$ cat src/rtl/bsg_axi_burst_master_if.sv
// AXI4 bus bundle between the burst master and a responder.
// Master drives addresses/write data; slave drives readys and responses.
interface bsg_axi_burst_master_if #(
    parameter int id_w   = 4,
    parameter int addr_w = 32,
    parameter int data_w = 64
);
    logic [id_w-1:0]     awid;
    logic [addr_w-1:0]   awaddr;
    logic [7:0]          awlen;
    logic [2:0]          awsize;
    logic [1:0]          awburst;
    logic                awvalid;
    logic                awready;
    logic [data_w-1:0]   wdata;
    logic [data_w/8-1:0] wstrb;
    logic                wlast;
    logic                wvalid;
    logic                wready;
    logic [id_w-1:0]     bid;
    logic [1:0]          bresp;
    logic                bvalid;
    logic                bready;
    logic [id_w-1:0]     arid;
    logic [addr_w-1:0]   araddr;
    logic [7:0]          arlen;
    logic [2:0]          arsize;
    logic [1:0]          arburst;
    logic                arvalid;
    logic                arready;
    logic [id_w-1:0]     rid;
    logic [data_w-1:0]   rdata;
    logic [1:0]          rresp;
    logic                rlast;
    logic                rvalid;
    logic                rready;

    modport master (
        output awid, awaddr, awlen, awsize, awburst, awvalid,
        input  awready,
        output wdata, wstrb, wlast, wvalid,
        input  wready,
        input  bid, bresp, bvalid,
        output bready,
        output arid, araddr, arlen, arsize, arburst, arvalid,
        input  arready,
        input  rid, rdata, rresp, rlast, rvalid,
        output rready
    );

    modport slave (
        input  awid, awaddr, awlen, awsize, awburst, awvalid,
        output awready,
        input  wdata, wstrb, wlast, wvalid,
        output wready,
        output bid, bresp, bvalid,
        input  bready,
        input  arid, araddr, arlen, arsize, arburst, arvalid,
        output arready,
        output rid, rdata, rresp, rlast, rvalid,
        input  rready
    );
endinterface

$ cat src/rtl/bsg_axi_burst_master.sv
// AXI4 initiator: one client command becomes one fixed-length INCR burst.
// Single outstanding transaction; W and R beats pass straight through.
module bsg_axi_burst_master #(
    parameter int axi_id_width_p   = 4,
    parameter int axi_addr_width_p = 32,
    parameter int axi_data_width_p = 64,
    parameter int axi_burst_len_p  = 4,
    parameter int id_p             = 0
) (
    input  logic                        clk_i,
    input  logic                        reset_n_i,
    input  logic                        cmd_v_i,
    input  logic                        cmd_write_i,
    input  logic [axi_addr_width_p-1:0] cmd_addr_i,
    output logic                        cmd_ready_o,
    input  logic                        wdata_v_i,
    input  logic [axi_data_width_p-1:0] wdata_i,
    output logic                        wdata_ready_o,
    output logic                        rdata_v_o,
    output logic [axi_data_width_p-1:0] rdata_o,
    output logic                        rdata_last_o,
    input  logic                        rdata_ready_i,
    output logic                        done_v_o,
    output logic                        done_err_o,
    bsg_axi_burst_master_if.master      axi
);
    localparam int lg_bytes_lp = $clog2(axi_data_width_p/8);
    localparam int cnt_w_lp =
        (axi_burst_len_p > 1) ? $clog2(axi_burst_len_p) : 1;
    localparam logic [cnt_w_lp-1:0] last_lp =
        cnt_w_lp'(axi_burst_len_p-1);
    localparam logic [axi_id_width_p-1:0] id_lp =
        axi_id_width_p'(id_p);
    localparam logic [axi_addr_width_p-1:0] lo_mask_lp =
        axi_addr_width_p'((1 << lg_bytes_lp) - 1);

    typedef enum logic [2:0] {
        IDLE, WR_ADDR, WR_DATA, WR_RESP, RD_ADDR, RD_DATA
    } state_e;

    state_e                      state_q, state_d;
    logic [cnt_w_lp-1:0]         cnt_q, cnt_d;
    logic                        err_q, err_d;
    logic                        done_q, done_d;
    logic [axi_addr_width_p-1:0] addr_q, addr_d;
    logic                        is_last;
    logic                        cmd_rdy;

    always_ff @(posedge clk_i or negedge reset_n_i) begin
        if (!reset_n_i) begin
            state_q <= IDLE;
            cnt_q   <= '0;
            err_q   <= 1'b0;
            done_q  <= 1'b0;
            addr_q  <= '0;
        end else begin
            state_q <= state_d;
            cnt_q   <= cnt_d;
            err_q   <= err_d;
            done_q  <= done_d;
            addr_q  <= addr_d;
        end
    end

    assign is_last = (cnt_q == last_lp);

    always_comb begin
        state_d       = state_q;
        cnt_d         = cnt_q;
        err_d         = err_q;
        addr_d        = addr_q;
        done_d        = 1'b0;
        cmd_rdy       = 1'b0;
        axi.awvalid   = 1'b0;
        axi.arvalid   = 1'b0;
        axi.wvalid    = 1'b0;
        axi.bready    = 1'b0;
        axi.rready    = 1'b0;
        wdata_ready_o = 1'b0;
        rdata_v_o     = 1'b0;
        rdata_last_o  = 1'b0;
        axi.wlast     = 1'b0;
        unique case (state_q)
            IDLE: begin
                // done cycle blocks the next command
                cmd_rdy = ~done_q;
                if (cmd_v_i && cmd_rdy) begin
                    addr_d  = cmd_addr_i & ~lo_mask_lp;
                    cnt_d   = '0;
                    err_d   = 1'b0;
                    state_d = cmd_write_i ? WR_ADDR : RD_ADDR;
                end
            end
            WR_ADDR: begin
                axi.awvalid = 1'b1;
                if (axi.awready) state_d = WR_DATA;
            end
            WR_DATA: begin
                axi.wvalid    = wdata_v_i;
                wdata_ready_o = axi.wready;
                axi.wlast     = is_last;
                if (wdata_v_i && axi.wready) begin
                    cnt_d = cnt_q + 1'b1;
                    if (is_last) begin
                        cnt_d   = '0;
                        state_d = WR_RESP;
                    end
                end
            end
            WR_RESP: begin
                axi.bready = 1'b1;
                if (axi.bvalid) begin
                    err_d = err_q | (axi.bresp != 2'b00)
                          | (axi.bid != id_lp);
                    done_d  = 1'b1;
                    state_d = IDLE;
                end
            end
            RD_ADDR: begin
                axi.arvalid = 1'b1;
                if (axi.arready) state_d = RD_DATA;
            end
            RD_DATA: begin
                rdata_v_o    = axi.rvalid;
                axi.rready   = rdata_ready_i;
                rdata_last_o = is_last;
                if (axi.rvalid && rdata_ready_i) begin
                    // count beats ourselves; rlast only flags errors
                    err_d = err_q | (axi.rresp != 2'b00)
                          | (axi.rid != id_lp)
                          | (axi.rlast != is_last);
                    cnt_d = cnt_q + 1'b1;
                    if (is_last) begin
                        cnt_d   = '0;
                        done_d  = 1'b1;
                        state_d = IDLE;
                    end
                end
            end
            default: state_d = IDLE;
        endcase
    end

    assign cmd_ready_o = cmd_rdy & reset_n_i;
    assign done_v_o    = done_q;
    assign done_err_o  = err_q;
    assign rdata_o     = axi.rdata;

    assign axi.awid    = id_lp;
    assign axi.awaddr  = addr_q;
    assign axi.awlen   = 8'(axi_burst_len_p-1);
    assign axi.awsize  = 3'(lg_bytes_lp);
    assign axi.awburst = 2'b01;
    assign axi.arid    = id_lp;
    assign axi.araddr  = addr_q;
    assign axi.arlen   = 8'(axi_burst_len_p-1);
    assign axi.arsize  = 3'(lg_bytes_lp);
    assign axi.arburst = 2'b01;
    assign axi.wdata   = wdata_i;
    assign axi.wstrb   = '1;
endmodule
$ cat src/flat_wrapper.sv
// flat-port wrapper written by rule: the top's interface ports become plain ports
module bsg_axi_burst_master_flat 
#(
    parameter int axi_id_width_p   = 4,
    parameter int axi_addr_width_p = 32,
    parameter int axi_data_width_p = 64,
    parameter int axi_burst_len_p  = 4,
    parameter int id_p             = 0
)
  (clk_i, reset_n_i, cmd_v_i, cmd_write_i, cmd_addr_i, cmd_ready_o, wdata_v_i, wdata_i, wdata_ready_o, rdata_v_o, rdata_o, rdata_last_o, rdata_ready_i, done_v_o, done_err_o, axi_awid, axi_awaddr, axi_awlen, axi_awsize, axi_awburst, axi_awvalid, axi_awready, axi_wdata, axi_wstrb, axi_wlast, axi_wvalid, axi_wready, axi_bid, axi_bresp, axi_bvalid, axi_bready, axi_arid, axi_araddr, axi_arlen, axi_arsize, axi_arburst, axi_arvalid, axi_arready, axi_rid, axi_rdata, axi_rresp, axi_rlast, axi_rvalid, axi_rready);
  bsg_axi_burst_master_if axi_i ();
  input  logic clk_i;
  input  logic reset_n_i;
  input  logic cmd_v_i;
  input  logic cmd_write_i;
  input  logic [axi_addr_width_p-1:0] cmd_addr_i;
  output logic cmd_ready_o;
  input  logic wdata_v_i;
  input  logic [axi_data_width_p-1:0] wdata_i;
  output logic wdata_ready_o;
  output logic rdata_v_o;
  output logic [axi_data_width_p-1:0] rdata_o;
  output logic rdata_last_o;
  input  logic rdata_ready_i;
  output logic done_v_o;
  output logic done_err_o;
  output wire logic [$bits(axi_i.awid)-1:0] axi_awid;
  output wire logic [$bits(axi_i.awaddr)-1:0] axi_awaddr;
  output wire logic [$bits(axi_i.awlen)-1:0] axi_awlen;
  output wire logic [$bits(axi_i.awsize)-1:0] axi_awsize;
  output wire logic [$bits(axi_i.awburst)-1:0] axi_awburst;
  output wire logic [$bits(axi_i.awvalid)-1:0] axi_awvalid;
  input wire logic [$bits(axi_i.awready)-1:0] axi_awready;
  output wire logic [$bits(axi_i.wdata)-1:0] axi_wdata;
  output wire logic [$bits(axi_i.wstrb)-1:0] axi_wstrb;
  output wire logic [$bits(axi_i.wlast)-1:0] axi_wlast;
  output wire logic [$bits(axi_i.wvalid)-1:0] axi_wvalid;
  input wire logic [$bits(axi_i.wready)-1:0] axi_wready;
  input wire logic [$bits(axi_i.bid)-1:0] axi_bid;
  input wire logic [$bits(axi_i.bresp)-1:0] axi_bresp;
  input wire logic [$bits(axi_i.bvalid)-1:0] axi_bvalid;
  output wire logic [$bits(axi_i.bready)-1:0] axi_bready;
  output wire logic [$bits(axi_i.arid)-1:0] axi_arid;
  output wire logic [$bits(axi_i.araddr)-1:0] axi_araddr;
  output wire logic [$bits(axi_i.arlen)-1:0] axi_arlen;
  output wire logic [$bits(axi_i.arsize)-1:0] axi_arsize;
  output wire logic [$bits(axi_i.arburst)-1:0] axi_arburst;
  output wire logic [$bits(axi_i.arvalid)-1:0] axi_arvalid;
  input wire logic [$bits(axi_i.arready)-1:0] axi_arready;
  input wire logic [$bits(axi_i.rid)-1:0] axi_rid;
  input wire logic [$bits(axi_i.rdata)-1:0] axi_rdata;
  input wire logic [$bits(axi_i.rresp)-1:0] axi_rresp;
  input wire logic [$bits(axi_i.rlast)-1:0] axi_rlast;
  input wire logic [$bits(axi_i.rvalid)-1:0] axi_rvalid;
  output wire logic [$bits(axi_i.rready)-1:0] axi_rready;
  assign axi_awid = axi_i.awid;
  assign axi_awaddr = axi_i.awaddr;
  assign axi_awlen = axi_i.awlen;
  assign axi_awsize = axi_i.awsize;
  assign axi_awburst = axi_i.awburst;
  assign axi_awvalid = axi_i.awvalid;
  assign axi_i.awready = axi_awready;
  assign axi_wdata = axi_i.wdata;
  assign axi_wstrb = axi_i.wstrb;
  assign axi_wlast = axi_i.wlast;
  assign axi_wvalid = axi_i.wvalid;
  assign axi_i.wready = axi_wready;
  assign axi_i.bid = axi_bid;
  assign axi_i.bresp = axi_bresp;
  assign axi_i.bvalid = axi_bvalid;
  assign axi_bready = axi_i.bready;
  assign axi_arid = axi_i.arid;
  assign axi_araddr = axi_i.araddr;
  assign axi_arlen = axi_i.arlen;
  assign axi_arsize = axi_i.arsize;
  assign axi_arburst = axi_i.arburst;
  assign axi_arvalid = axi_i.arvalid;
  assign axi_i.arready = axi_arready;
  assign axi_i.rid = axi_rid;
  assign axi_i.rdata = axi_rdata;
  assign axi_i.rresp = axi_rresp;
  assign axi_i.rlast = axi_rlast;
  assign axi_i.rvalid = axi_rvalid;
  assign axi_rready = axi_i.rready;
  bsg_axi_burst_master #(.axi_id_width_p(axi_id_width_p), .axi_addr_width_p(axi_addr_width_p), .axi_data_width_p(axi_data_width_p), .axi_burst_len_p(axi_burst_len_p), .id_p(id_p)) u_core (.clk_i(clk_i), .reset_n_i(reset_n_i), .cmd_v_i(cmd_v_i), .cmd_write_i(cmd_write_i), .cmd_addr_i(cmd_addr_i), .cmd_ready_o(cmd_ready_o), .wdata_v_i(wdata_v_i), .wdata_i(wdata_i), .wdata_ready_o(wdata_ready_o), .rdata_v_o(rdata_v_o), .rdata_o(rdata_o), .rdata_last_o(rdata_last_o), .rdata_ready_i(rdata_ready_i), .done_v_o(done_v_o), .done_err_o(done_err_o), .axi(axi_i));
endmodule
$ cat config.mk
export PLATFORM = sky130hd
export DESIGN_NAME = bsg_axi_burst_master_flat
export DESIGN_NICKNAME = d
export VERILOG_FILES = /design/src/rtl/bsg_axi_burst_master_if.sv /design/src/rtl/bsg_axi_burst_master.sv /design/src/flat_wrapper.sv
export SDC_FILE = /design/constraint.sdc
export NUM_CORES = 1
export LEC_CHECK = 0
export ABC_AREA = 0
export CORE_AREA = 3 3 164 166
export DETAILED_ROUTE_END_ITERATION = 16
export DIE_AREA = 0 0 167 169
export MAX_ROUTING_LAYER = met4
export PLACE_DENSITY = 0.43
export REMOVE_ABC_BUFFERS = 1
export SETUP_SLACK_MARGIN = 0.15
export SLEW_MARGIN = 20
export SYNTH_ARGS = -nofsm -noshare
export SYNTH_HDL_FRONTEND = slang
export SYNTH_SLANG_ARGS = --single-unit
$ cat constraint.sdc
create_clock -name clk_i -period 1.8 [get_ports clk_i]
set_input_delay 0.27 -clock clk_i [delete_from_list [all_inputs] [get_ports clk_i]]
set_output_delay 0.27 -clock clk_i [all_outputs]
set_load 0.02 [all_outputs]
# --- Word-level counts from Yosys, hierarchy flattened ---
# Cells that the tools add are included.
totals:
  ff_bits: 36
  input_bits: 184
  out_inout_bits: 246
  word_cells: 75
classes:
  addsub: 1
  eq_ne: 15
  mux: 33
  bitwise: 7
  n_reduce_logical: 14
op_table:
  columns: ["cell", "count"]
  rows:
  - ["$mux 3", 9]
  - ["$pmux 3 s6", 1]
  - ["$mux 1", 16]
  - ["$ne 2x1->1 const B", 5]
  - ["$mux 2", 4]
  - ["$reduce_and 4->1", 2]
  - ["$reduce_and 8->1", 1]
  - ["$reduce_bool 4->1", 2]
  - ["$eq 3x2->1 const B", 2]
  - ["$eq 3x3->1 const B", 2]
  - ["$ne 2x2->1 const B", 3]
  - ["$pmux 2 s3", 1]
  - ["$reduce_bool 3->1", 2]
  - ["$or 1x1->1", 5]
  - ["$reduce_bool 2->1", 2]
  - ["$eq 3x1->1 const B", 1]
  - ["$logic_and 1x1->1", 3]
  - ["$logic_not 3->1", 1]
  - ["$pmux 1 s3", 1]
  - ["$add 2x1->2 const B", 1]
  - ["$eq 2x2->1 const B", 1]
  - ["$pmux 1 s2", 1]
  - ["$reduce_and 2->1", 1]
  - ["$and 1x1->1", 1]
  - ["other kinds (2)", 2]

# --- Depth between registers and ports, before layout ---
# Gate-level depths: netlist of the first run.
depth:
  ltp_word: 6
  ltp_mapped: 7

# --- Least setup slack after synthesis of the first run ---
# Ideal clock, no wire load.
synth_timing:
  path_type: "register -> output"
  from: "reg u_core.state_q[0]"
  to: "out axi_awvalid"
  arrival_ns: 1.255
  setup_slack_ns: 0.275
  stages_incl_launch_ff: 3
  path_buffers: 1
  path_cell_list: "dfrtp_1 > buf_1 > nor3b_1"
synth_between:
  elab_chain_len: 2
synth_rtl:
  columns: ["element", "line", "text"]
  rows:
  - ["start: declaration", "bsg_axi_burst_master.sv:41", "state_e state_q, state_d;"]
  - ["start signal: assignment", "bsg_axi_burst_master.sv:57", "state_q <= state_d;"]
  - ["$eq 3x1->1", "bsg_axi_burst_master.sv:83", "unique case (state_q)"]
  - ["$mux 1", "bsg_axi_burst_master.sv:83", null]
  - ["end: declaration", "flat_wrapper.sv:32", "output wire logic [$bits(axi_i.awvalid)-1:0] axi_awvalid;"]
# Every way passes these cells.

# --- Final worst setup path of the first run ---
layout_timing:
  from: "reg u_core.state_q[2]"
  to: "reg u_core.err_q (netlist: u_core.done_err_o)"
layout_between:
  elab_chain_len: 3
layout_rtl:
  columns: ["element", "line", "text"]
  rows:
  - ["$eq 3x3->1 (tied with other cells)", "bsg_axi_burst_master.sv:83", null]
  - ["$ne 2x1->1 (no source line) (tied with other cells)", null, null]
  - ["$reduce_and 4->1 (no source line)", null, null]
  - ["end signal: assignment", "bsg_axi_burst_master.sv:59", "err_q <= err_d;"]
  - ["end: declaration", "bsg_axi_burst_master.sv:43", "logic err_q, err_d;"]
# Several ways; a longest one is shown, not always the timed one.
# A chain may end at the register's enable or synchronous reset.

==> impl_metrics.ini, run 1 <==
[global_routing]
use_met2_pct = 39.8
grt_pass1_vias = 2365
grt_most_used_layer = met2
track_usage_pct = 23.1
grt_first_pass_wirelength_um = 38100
grt-ovfl-total = 0
met3_usage_pct = 37.5
antenna_found_initial = 2
grt_max_degree = 37
gr-usage-met1_pct = 8.11

[floorplanning]
fp.dieArea_mm2 = 0.0282
pin_count = 430
start_util_pct = 12.7
fp.coreArea_mm2 = 0.0258
die_x_um = 167
placementRows = 59
dieHeight_um = 169

[clock_tree]
htreeDepth = 2
insertion_delay_ns = 0.29
cts_tree = done
hold_buffers = 0
clk_path_buf_depth = 2
cts_buffers = 5
clockRootBuffer = clkbuf_16
clock_sink_count = 36
clkSlewWorstSetupHoldPaths_ns = 0.06

[drt]
drt_pre_antenna_iters = 4
wl_um = 33300
drtIter0Drc = 108
vias = 2493
route.detailed.drc = 0
post_drt_via_cell_ratio = 3.38
post_drt_wl_per_cell_um = 45.1
ant_nets = 0

[sta]
period_share_pct = 93.9
slew_viol_final = 0
hold_viol = 0
finClkSkew_ns = 0.00585
max_freq_mhz = 592
fin_tns_setup_ns = 0
rsz0062_at_grt = yes
worst_pin_slew_ns = 0.560
post-route-min-period_ns = 1.69
setup_viol = 0
slew_headroom_pct = 62.7
fin_ws_ns = 0.110
hold_slack_ns = 0.179

[logic_synthesis]
synth.avg_cell_area_um2 = 8.18
synthFlopType = dfrtp_1
yosysWarningCount = 0
synth_cell_types = 40
ys_async_sr_fraction_pct = 100
syn_area_mm2 = 0.00326
syn_inst = 399
ys_seq_elements = 36
ys_seq_area_share_pct = 27.6
synth_enable_flop_cells = 0

[place]
hpwl_um = 29900
portBuffers = 122
gp_congestion = 0.953
dp.cells = 711
pre_cts_slack_ns = -0.107

[worst_setup_path]
critPathMaxFanout = 5
worst-r2r-cell-count = 7
crit_buf_inv = 3
critPathArrivalTime_ns = 1.91
cp-start-kind = register
worst-path-stages = 7
slowest_delay_ns = 0.42
crit_family = simple AND/OR/NAND/NOR gates
critical_path.cell_chain = buf_6, or3b_4, nor3_4, buf_6, buf_6, a211oi_2, a21oi_1
worstPathRequired_ns = 2.02
cpMostUsedCell = buf_6
crit_slowest_cell = dfrtp_1
critPathKind = reg2reg
worstSetupEndpointType = register

[outcome]
status = complete, no violations

[pwr]
p_leak_nw = 1.97
peakVddDrop_uv = 692
total_power_mw = 6.58
power-per-cell-area_mw_per_mm2 = 1530

[layout]
area_delta_synth_final_pct = 32.1
mostFrequentLayoutCells = clkdlybuf4s50_1, nand2_1, conb_1, dfrtp_1, buf_4
nets = 587
layout.cells.most_common = clkdlybuf4s50_1
final_cells = 738
drive_gt1_share_pct = 29.4

[min_path]
hold_class = in2async

[job]
maxCapViolCount = 0
==> per-stage QoR <==
stage	cell area, um2	util [%]
after floorplan	1830	-
after global placement	3680	14.3
after detailed placement	3680	14.3
after CTS	4020	15.6
after global routing	4310	16.7
final	4310	16.7
==> logic make-up (layout without fill, tap and decap cells) <==
family / after synthesis / after routing / share of synthesized area (%)
multiplexers: 7 / 7 / 2.38
AO/OA/AOI/OAI: 16 / 16 / 3.37
AND/OR/NAND/NOR: 119 / 119 / 16.3
XOR/XNOR: 1 / 1 / 0.268
adder cells (fa/ha/maj): 1 / 1 / 0.383
other: 2 / 49 / 0.230
flip-flops: 36 / 36 / 27.6
buffers and inverters: 217 / 174 / 49.4
==> cell usage after synthesis (all sizes together), types with 2 or more instances <==
cell type    n  area, um2
nor3b        2       15.0
nand2       82        308
nor2         7       26.3
a21oi        4       20.0
clkbuf       2       7.51
nand3        5       25.0
and2         8       50.1
mux2         6       67.6
nor3         5       36.3
o21ai        3       15.0
a32o         2       20.0
conb         2       7.51
buf        214       1600
dfrtp       36        901
nor4         2       12.5
==> sequential cells by signal, summed over array words and instances, names as in the netlist <==
name / cells
u_core.axi.araddr: 29
u_core.cnt_q: 2
u_core.done_err_o: 1
u_core.done_v_o: 1
u_core.state_q: 3
==> what timing repair did <==
item / in CTS / in global routing
buffers inserted: 10 / 5
gates cloned: 2 / 2
gates resized for setup: 54 / 67
pin swaps: 10 / 38
setup endpoints to repair: 37 / 44
==> layer usage <==
layer | part of all wire (%) | up-vias
li1 | - | 1002
met3 | 34 | 30
met1 | 13 | 1070
met5 | 0 | -
met4 | 2.1 | 0
met2 | 51 | 391
==> power by group <==
group	switching, mW	internal (mW)
clock	0.392	0.583
sequential	0.330	1.18
combinational	2.05	2.05
==> final cells by class <==
type	instances	area, um2
multi-input combinational	192	1130
timing repair buffer	166	1700
tap	335	419
sequential	36	902
inverter	1	3.75
antenna	1	2.50
clock buffer	7	153
fill	2913	21500
==> worst paths after layout <==
kind / slack, ns / to / startpoint
worst max-delay path: 0.11 / u_core.done_err_o$_DFFE_PN0P_ / u_core.state_q[2]$_DFFE_PN0P_
worst min-delay path: 0.18 / u_core.axi.araddr[16]$_DFFE_PN0P_ / reset_n_i
worst max register to register: 0.11 / u_core.done_err_o$_DFFE_PN0P_ / u_core.state_q[2]$_DFFE_PN0P_
worst min register to register: 0.51 / u_core.axi.araddr[16]$_DFFE_PN0P_ / u_core.axi.araddr[16]$_DFFE_PN0P_
max in group asynchronous: 1.21 / u_core.state_q[0]$_DFFE_PN0P_ / reset_n_i
min in group clk_i: 0.51 / u_core.axi.araddr[16]$_DFFE_PN0P_ / u_core.axi.araddr[16]$_DFFE_PN0P_
No activity file was read; power rests on OpenSTA's default activity.
==> inputs of run 2 (changes only) <==
CORE_AREA = 8 8 160 162   (was 3 3 164 166)
DIE_AREA = 0 0 168 170   (was 0 0 167 169)
PLACE_DENSITY = 0.48   (was 0.43)
TNS_END_PERCENT = 1   (was unset)
==> run 2 against run 1 <==
  * Setup slack improved by 0.0060 ns
  * Sequential cell count unchanged
  * Largest power group unchanged
  * Clock skew is essentially flat
  * Sequential share of layout area grew 2.6 points
  * Combinational power is 11% lower
  * Critical path type is now reg2out
  * Final area shrank 11%
  * Critical path depth shrank 4
  * Hold slack got worse by 0.069 ns
  * Clock-buffer cell count decreased by 1
  * Register-to-register slack better by 0.02 ns
==> impl_metrics.ini, run 2 (same netlist as run 1, synthesis figures left out) <==
[outcome]
status = complete, no violations

[sta]
max_freq_mhz = 594
slew_headroom_pct = 65.2
worst_pin_slew_ns = 0.522
post-route-min-period_ns = 1.68
fin_ws_ns = 0.116
hold_viol = 0
setup_viol = 0
period_share_pct = 93.6
hold_slack_ns = 0.110
finClkSkew_ns = 0.00618
rsz0062_at_grt = yes
slew_viol_final = 0

[floorplanning]
fp.coreArea_mm2 = 0.0231
start_util_pct = 14.2
placementRows = 56
fp.dieArea_mm2 = 0.0286
dieHeight_um = 170
pin_count = 430
die_x_um = 168

[drt]
drt_pre_antenna_iters = 4
drtIter0Drc = 83
ant_nets = 0
wl_um = 32200
post_drt_via_cell_ratio = 3.42
post_drt_wl_per_cell_um = 47.6
route.detailed.drc = 0
vias = 2312

[clock_tree]
htreeDepth = 2
insertion_delay_ns = 0.29
clk_path_buf_depth = 2
clkSlewWorstSetupHoldPaths_ns = 0.06
cts_tree = done
clockRootBuffer = clkbuf_16
cts_buffers = 5
clock_sink_count = 36

[global_routing]
grt_first_pass_wirelength_um = 37000
grt_pass1_vias = 2380
antenna_found_initial = 1
grt_max_degree = 37
track_usage_pct = 22.1
grt-ovfl-total = 0

[layout]
nets = 569
area_delta_synth_final_pct = 17.1
largest_reg_flops = 29
mostFrequentLayoutCells = clkdlybuf4s50_1, nand2_1, conb_1, dfrtp_1, buf_4
layout.cells.most_common = clkdlybuf4s50_1
drive_gt1_share_pct = 14.5

[worst_setup_path]
critPathArrivalTime_ns = 1.41
critPathKind = reg2out
cp-start-kind = register
worstSetupEndpointType = output pin
critPathMaxFanout = 4
worstPathRequired_ns = 1.53

[place]
gp_congestion = 0.932
portBuffers = 122
pre_cts_slack_ns = -0.106
hpwl_um = 30100

[min_path]
hold_class = in2async

[pwr]
peakVddDrop_uv = 676
p_leak_nw = 1.69
power-per-cell-area_mw_per_mm2 = 1610

[job]
maxCapViolCount = 0
## run 2: cell types whose count changed in the layout (fill, tap and decap cells not counted), moves of 3 or more
cell,before,now
clkdlybuf4s50_1,108,111
buf_6,12,6
nand2_1,50,82
buf_4,33,21
clkdlybuf4s15_2,0,3
nand2_4,11,0
nand2_2,21,0
dlymetal6s2s_1,3,0
## run 2: metrics by stage
step	utilization [%]	power [mW]	instance area [um2]	setup TNS, ns	std cells
2_1_floorplan	-	3.08	1830	-0.305	229
3_5_place_dp	15.5	5.08	3570	-1.87	662
6_report	16.6	6.16	3820	0	676
4_1_cts	16.2	6.13	3730	0	670
3_3_place_gp	15.5	5.06	3570	-1.73	662
5_1_grt	16.6	6.52	3820	0	676
## run 2: worst max-delay path: stages (launching register included)
cell             delay [ns]
dfrtp_1                0.43
and3b_2                0.25
and2_1                 0.16
clkdlybuf4s15_1        0.29
## run 2: layer usage
layer	wire length (um)	track usage (%)
met4	322	2.83
met3	10700	34.7
met5	0	-
met1	4520	7.85
met2	16700	39.6
## run 2: timing repair
item | 4_1_cts | 5_1_grt
gates cloned | 0 | 2
buffers inserted | 0 | 3
resized for setup | 20 | 17
pin swaps | 0 | 2
setup endpoints to repair | 25 | 39
hold buffers | 0 | 0
## run 2: final timing paths
path	startpoint	end	slack [ns]	depth (start not counted)
worst min register to register	u_core.axi.araddr[14]$_DFFE_PN0P_	u_core.axi.araddr[14]$_DFFE_PN0P_	0.51	2
min in group clk_i	u_core.axi.araddr[14]$_DFFE_PN0P_	u_core.axi.araddr[14]$_DFFE_PN0P_	0.51	2
worst max register to register	u_core.state_q[2]$_DFFE_PN0P_	u_core.axi.araddr[26]$_DFFE_PN0P_	0.13	7
max in group asynchronous	reset_n_i	u_core.axi.araddr[13]$_DFFE_PN0P_	1.32	2
worst max-delay path	u_core.state_q[2]$_DFFE_PN0P_	axi_rready	0.12	3
worst min-delay path	reset_n_i	u_core.axi.araddr[17]$_DFFE_PN0P_	0.11	2
## run 2: report_power, final
part	total [mW]	leakage [nW]	switching [mW]	internal (mW)
sequential	1.51	0.448	0.332	1.18
combinational	3.64	1.16	1.87	1.77
clock	1.01	0.0808	0.361	0.652
total	6.16	1.69	2.57	3.59
## run 2: layout make-up
type	count	area (um2)
antenna	1	2.50
clock buffer	6	129
fill	2623	19200
clock inverter	2	35.0
sequential	36	901
timing repair buffer	148	1450
inverter	1	3.75
multi-input combinational	192	938
tap	290	363
==> inputs of run 3 (changes only) <==
MAX_ROUTING_LAYER = unset   (was met4)
SETUP_SLACK_MARGIN = unset   (was 0.15)
==> run 3 against run 2 <==
  * Sequential power about the same
  * Maximum frequency down 3.3%
  * Core utilization down 0.42 points
  * Sequential share of layout area up 0.62 points
  * Hold slack better by 0.00093 ns
  * Clock-buffer cell count unchanged
  * Clock power about the same
==> impl_metrics.ini, run 3 (same netlist as run 1, synthesis figures left out) <==
[clock_tree]
cts_tree = done
cts_buffers = 5
clk_path_buf_depth = 2
postCtsSetupRepairBufs = 0
clkSlewWorstSetupHoldPaths_ns = 0.06
hold_buffers = 0
clockRootBuffer = clkbuf_16
htreeDepth = 2
insertion_delay_ns = 0.29
clock_sink_count = 36

[job]
maxCapViolCount = 0

[layout]
area_delta_synth_final_pct = 14.1
drive_gt1_share_pct = 11.6
antenna_cells = 0
layout.cells.most_common = clkdlybuf4s50_1
nets = 564
largest_reg_flops = 29
finish.instance_area_mm2 = 0.00372
nFillCells = 2636
mostFrequentLayoutCells = clkdlybuf4s50_1, nand2_1, conb_1, dfrtp_1, buf_4

[place]
hpwl_um = 30100
gp_congestion = 0.916
placed_area_mm2 = 0.00357
portBuffers = 122

[drt]
vias = 2311
drtIter0Drc = 71
drt_pre_antenna_iters = 4
route.detailed.drc = 0
post_drt_via_cell_ratio = 3.45
post_drt_wl_per_cell_um = 47.7
wl_um = 32000
ant_nets = 0

[worst_setup_path]
cp-start-kind = register
worstPathRequired_ns = 1.53
critPathKind = reg2out
critical_path.cell_chain = nor3b_2, buf_4, buf_4, and2_1, buf_4
worstSetupEndpointType = output pin
critPathArrivalTime_ns = 1.47
slowest_delay_ns = 0.41
critPathMaxFanout = 4
cpMostUsedCell = buf_4
crit_buf_inv = 3
crit_slowest_cell = dfrtp_1
crit_family = buffers and inverters

[sta]
setup_viol = 0
rsz0062_at_grt = yes
slew_headroom_pct = 65.3
post-route-min-period_ns = 1.74
fin_tns_setup_ns = 0
period_share_pct = 96.8
worst_pin_slew_ns = 0.520
slew_viol_final = 0
max_freq_mhz = 574
finClkSkew_ns = 0.00610
hold_viol = 0

[min_path]
hold_class = in2async

[floorplanning]
fp.dieArea_mm2 = 0.0286
placementRows = 56
pin_count = 430
start_util_pct = 14.2
fp.coreArea_mm2 = 0.0231
dieHeight_um = 170
die_x_um = 168

[pwr]
p_leak_nw = 1.65
power-per-cell-area_mw_per_mm2 = 1620
peakVddDrop_uv = 670

[global_routing]
grt-ovfl-total = 0
antenna_found_initial = 1
grt_first_pass_wirelength_um = 37000
grt_pass1_vias = 2400
track_usage_pct = 21.5
grt_max_degree = 37

[outcome]
status = complete, no violations
run 3: worst paths after layout:
kind	slack, ns	endpoint	startpoint	depth (start not counted)
setup / recovery	0.06	wdata_ready_o	u_core.state_q[0]$_DFFE_PN0P_	5
setup reg to reg	0.14	u_core.axi.araddr[20]$_DFFE_PN0P_	u_core.state_q[2]$_DFFE_PN0P_	6
hold reg to reg	0.51	u_core.axi.araddr[28]$_DFFE_PN0P_	u_core.axi.araddr[28]$_DFFE_PN0P_	2
min in group clk_i	0.51	u_core.axi.araddr[17]$_DFFE_PN0P_	cmd_addr_i[17]	3
hold / removal	0.11	u_core.axi.araddr[17]$_DFFE_PN0P_	reset_n_i	2
max in group asynchronous	1.32	u_core.axi.araddr[13]$_DFFE_PN0P_	reset_n_i	2
run 3: area by class of cell:
class                           instances  area (um2)  share of cell area [%]
Tap cell                              290         363                    9.74
Inverter                                1        3.75                   0.101
Sequential cell                        36         901                    24.2
Timing Repair Buffer                  143        1370                    36.6
Clock inverter                          2        35.0                   0.941
Clock buffer                            6         129                    3.46
Multi-Input combinational cell        192         928                    24.9
run 3: routing by layer:
| layer | vias to the layer above | wire, um | share of wire, % | GRT usage, % |
|---|---|---|---|---|
| li1 | 952 | - | - | - |
| met2 | 355 | 16400 | 51 | 39.2 |
| met5 | - | 183 | 0.57 | 4.17 |
| met4 | 6 | 456 | 1.4 | 3.45 |
| met3 | 20 | 10800 | 34 | 34.7 |
| met1 | 978 | 4080 | 13 | 7.49 |
run 3: what timing repair did:
item	in CTS	in global routing
resized for setup	8	7
pin swaps	0	0
endpoints found under the setup margin	6	8
run 3: report_power, final:
part / internal, mW / leakage [nW] / switching, mW
sequential: 1.18 / 0.448 / 0.329
clock: 0.652 / 0.0808 / 0.363
combinational: 1.68 / 1.12 / 1.84
run 3: stage by stage:
step	setup WS (ns)	util, %	instances	hold slack, ns	power, mW
after floorplan	-0.0762	-	229	-0.0256	3.08
after global placement	-0.0886	15.5	662	0.465	5.06
after detailed placement	-0.106	15.5	662	0.457	5.08
after CTS	0.00474	16.2	670	0.148	6.12
after global routing	-0.0153	16.2	670	0.162	6.40
final	0.0582	16.2	670	0.110	6.03
